## config.mk

```make
export PLATFORM = sky130hd
export DESIGN_NAME = programmable_clock_divider
export DESIGN_NICKNAME = d
export VERILOG_FILES = /design/src/rtl/programmable_clock_divider.sv
export SDC_FILE = /design/constraint.sdc
export NUM_CORES = 1
export LEC_CHECK = 0
export BUFFER_PORTS_ARGS = -buffer_cell sky130_fd_sc_hd__buf_2
export CAP_MARGIN = 20
export CORE_MARGIN = 5
export CORE_UTILIZATION = 50
export CTS_CLUSTER_SIZE = 30
export DETAILED_ROUTE_END_ITERATION = 8
export PLACE_DENSITY_LB_ADDON = 0.12
export REMOVE_ABC_BUFFERS = 1
export SLEW_MARGIN = 20
export SYNTH_ARGS = -nofsm -noshare
export SYNTH_HDL_FRONTEND = slang
export SYNTH_SLANG_ARGS = --single-unit
```

## constraint.sdc

```tcl
create_clock -name clock50 -period 7.11 [get_ports clock50]
set_input_delay 1.0665 -clock clock50 [delete_from_list [all_inputs] [get_ports clock50]]
set_output_delay 1.0665 -clock clock50 [all_outputs]
set_load 0.005 [all_outputs]
```

## src/rtl/programmable_clock_divider.sv

```systemverilog
// Multi-channel programmable clock divider: each channel produces a 50%-duty
// divided clock of period 2*half plus a one-cycle tick on every rising edge.
module programmable_clock_divider #(
  parameter int unsigned COUNT_WIDTH  = 21,
  parameter int unsigned NUM_CH       = 2,
  parameter int unsigned DEFAULT_HALF = 50000
) (
  input  logic                          clock50,
  input  logic                          reset,
  input  logic                          enable,
  input  logic [NUM_CH-1:0]             load_mask,
  input  logic [NUM_CH*COUNT_WIDTH-1:0] half_period_in,
  output logic [NUM_CH-1:0]             clock_out,
  output logic [NUM_CH-1:0]             tick
);

  localparam int unsigned CW = COUNT_WIDTH;
  localparam logic [CW-1:0] HALF_RST = CW'(DEFAULT_HALF);

  for (genvar c = 0; c < NUM_CH; c++) begin : g_ch
    logic [CW-1:0] half_q;
    logic [CW-1:0] cnt_q;
    logic          clk_q;
    logic          tick_q;
    logic          stopped_c;
    logic          at_term_c;

    // '>=' keeps the counter bounded even if it somehow sits above half-1
    assign stopped_c = (half_q == '0);
    assign at_term_c = !stopped_c && (cnt_q >= half_q - CW'(1));

    // Priority: reset, then load (phase-align), then freeze, then count
    always_ff @(posedge clock50) begin
      if (reset) begin
        half_q <= HALF_RST;
        cnt_q  <= '0;
        clk_q  <= 1'b0;
        tick_q <= 1'b0;
      end else if (load_mask[c]) begin
        half_q <= half_period_in[c*CW +: CW];
        cnt_q  <= '0;
        clk_q  <= 1'b0;
        tick_q <= 1'b0;
      end else if (!enable) begin
        tick_q <= 1'b0;
      end else if (stopped_c) begin
        cnt_q  <= '0;
        clk_q  <= 1'b0;
        tick_q <= 1'b0;
      end else if (at_term_c) begin
        cnt_q  <= '0;
        clk_q  <= ~clk_q;
        tick_q <= ~clk_q;
      end else begin
        cnt_q  <= cnt_q + CW'(1);
        tick_q <= 1'b0;
      end
    end

    assign clock_out[c] = clk_q;
    assign tick[c]      = tick_q;
  end

endmodule

```

==> results.ini <==
[clock_tree]
cts_post_setup_buffers_inserted = 0
post_cts_resized = 0
cts_tree = done
cts_made_buffers = 9
cts_root_buffer = clkbuf_8
clock_sinks = 88
path_clk_slew_ns = 0.08
clk_latency_ns = 0.37
cts_hold_buf = 0
cts_buffer_depth = 2
h-tree-depth = 3

[timing]
fin_skew_ns = 0.00839
slew_viol_final = 0
relSlewSlack = 0.493
post-route-min-period_ns = 4.16
finalSetupTns_ns = 0
hold_viol = 0
worst_pin_slew_ns = 0.755
grt_setup_unrepaired = false
setup_viol = 0
fin_crit_sh = 0.585
fmax_mhz = 241
holdWs_ns = 0.488

[synth]
ys_seq_elements = 88
netlist_instances = 607
yosysTopAreaCellShare = 0.337
ys_top_cells_by_area = dfxtp_1 34%, ha_1 11%, xnor2_1 7.2%, nor2_1 6.1%, mux2i_1 5.7%
synth_area_leader_cell = dfxtp_1
yosysMostFrequentCell = dfxtp_1
yosys_warnings = 0
synth_cell_type_count = 44
ys_seq_area_frac = 0.337
synthTopCellsByCount = 88 x dfxtp_1, 85 x nor2_1, 46 x ha_1, 43 x xnor2_1, 41 x nand2_1
synth_area_um2 = 5240
postSynthAreaPerCell_um2 = 8.62
async_reset_ff_frac = 0
synth_ff_type = dfxtp_1
synth_edf_count = 0

[placement]
placed_cell_area_um2 = 5540
post-dp-hpwl_um = 8800
gp_congestion = 0.814
portBuffers = 50

[critical_path]
path_max_fanout = 17
start_kind = flop
critPathArrivalTime_ns = 4.39
critPathKind = reg2reg
critPathCaptureType = flop
crit_required_ns = 7.35

[power_and_ir_drop]
ir_drop_mv = 0.136
power_leakage_nw = 2.24
powerDensity_nw_per_um2 = 175

[detailed_routing]
drtAntennaViolNets = 0
first_pass_iters = 5
wirelength_um = 11600
drcViolationCount = 0
via_per_inst = 5.46
drt_iter0_drc = 217
wl_per_cell_um = 14.8
num_vias = 4289

[final_layout]
diodes = 0
layout.nets = 738
design_area_um2 = 5750
syn_to_final_growth_pct = 9.75
drive_gt1_frac = 0.118

[die]
row_count = 37
dieArea_um2 = 12600
io_pins = 51
initial_core_util = 0.509
dieWidth_um = 112
die_h_um = 112
coreArea_um2 = 10300

[job]
max-cap-violations = 0

[worst_hold_path]
hp-class = reg2reg

[grt]
antenna_found_initial = 0
gr-usage-all-layers = 0.186
grt_first_pass_wirelength_um = 19400
grt_start_max_net_pins = 47
overflow = 0
grt_pass1_vias = 3938

[run_status]
outcome = finished, final reports clean

==> per-layer routing <==
layer	global-route usage	wire, um	up-vias
met5	0	0	-
met4	0.0505	114	0
met3	0.0388	613	11
met2	0.273	4970	95
met1	0.277	5930	1984
li1	-	-	2199
==> final cells by class <==
| cell class | count | area [um^2] |
|---|---|---|
| clock buffer | 11 | 151 |
| inverter | 15 | 56.3 |
| sequential | 88 | 1760 |
| clock inverter | 5 | 55.1 |
| fill | 986 | 4530 |
| multi-input combinational | 480 | 3290 |
| tap | 136 | 170 |
| timing repair buffer | 51 | 258 |
==> registers in the layout (all words and copies together), names as in the netlist <==
register / cells
g_ch.half_q: 42
g_ch.cnt_q: 42
g_ch.clk_q: 2
g_ch.tick_q: 2
==> metrics by stage <==
stage,setup slack [ns],std cells,util,power (mW)
global placement,3.19,770,0.539,0.652
detailed placement,3.03,770,0.539,0.656
finish,2.95,786,0.559,1.01
CTS,3.00,786,0.559,1.02
floorplan,3.80,583,-,0.610
global route,2.63,786,0.559,1.06
==> cells by family after synthesis <==
| group | count (synthesis) | synth area share |
|---|---|---|
| AOI/OAI and AO/OA | 63 | 0.0853 |
| xor gates and xnor gates | 71 | 0.119 |
| adders and majority gates | 46 | 0.110 |
| buffers and inverters | 39 | 0.0344 |
| DFF | 88 | 0.337 |
| muxes | 30 | 0.0574 |
| and+or+nand+nor | 270 | 0.258 |
==> placed cells by master, fill, tap and decap left out, types with 2 or more instances in the layout <==
cell type / n
xnor2_1: 43
and3_1: 5
o21ai_0: 11
clkbuf_8: 11
inv_1: 15
dfxtp_1: 88
a211o_1: 15
nand2_1: 41
xor2_1: 28
nor2_1: 85
nor2b_1: 15
nand3_1: 25
or4_4: 4
nand3b_1: 2
or3_1: 4
nand4_1: 15
ha_1: 46
and4_1: 4
or2_2: 2
mux2i_1: 30
a21oi_1: 21
nand2b_1: 14
clkinv_2: 2
o22ai_1: 2
nor3b_1: 3
nor3_1: 34
clkinvlp_4: 2
o21a_1: 4
nor4_1: 13
buf_2: 50
==> final timing paths <==
| kind | from | end | slack (ns) | cells after the start |
|---|---|---|---|---|
| worst min-delay path | g_ch[1].clk_q$_SDFFE_PP0P_ | g_ch[1].clk_q$_SDFFE_PP0P_ | 0.49 | 2 |
| worst min register to register | g_ch[1].clk_q$_SDFFE_PP0P_ | g_ch[1].clk_q$_SDFFE_PP0P_ | 0.49 | 2 |
| worst max-delay path | g_ch[1].half_q[8]$_SDFFE_PP1P_ | g_ch[1].clk_q$_SDFFE_PP0P_ | 2.95 | 12 |
| worst max register to register | g_ch[1].half_q[8]$_SDFFE_PP1P_ | g_ch[1].clk_q$_SDFFE_PP0P_ | 2.95 | 12 |
==> power breakdown <==
group,switching [mW],leakage (nW),internal (mW)
combinational,0.0609,1.42,0.0558
sequential,0.0198,0.719,0.508
clock,0.180,0.101,0.180
total,0.261,2.24,0.744
==> worst max-delay path, stage by stage (launching register included) <==
cell and delay (ns):
dfxtp_1 0.39, or4_4 0.58, nor3_1 0.32, nand3_1 0.32, nor4_1 0.37, xnor2_1 0.12, ha_1 0.31, nand4_1 0.19
nor4_1 0.36, o21ai_0 0.23, o21ba_4 0.26, a21oi_4 0.40, o32ai_1 0.16
No activity file was read; power rests on OpenSTA's default activity.
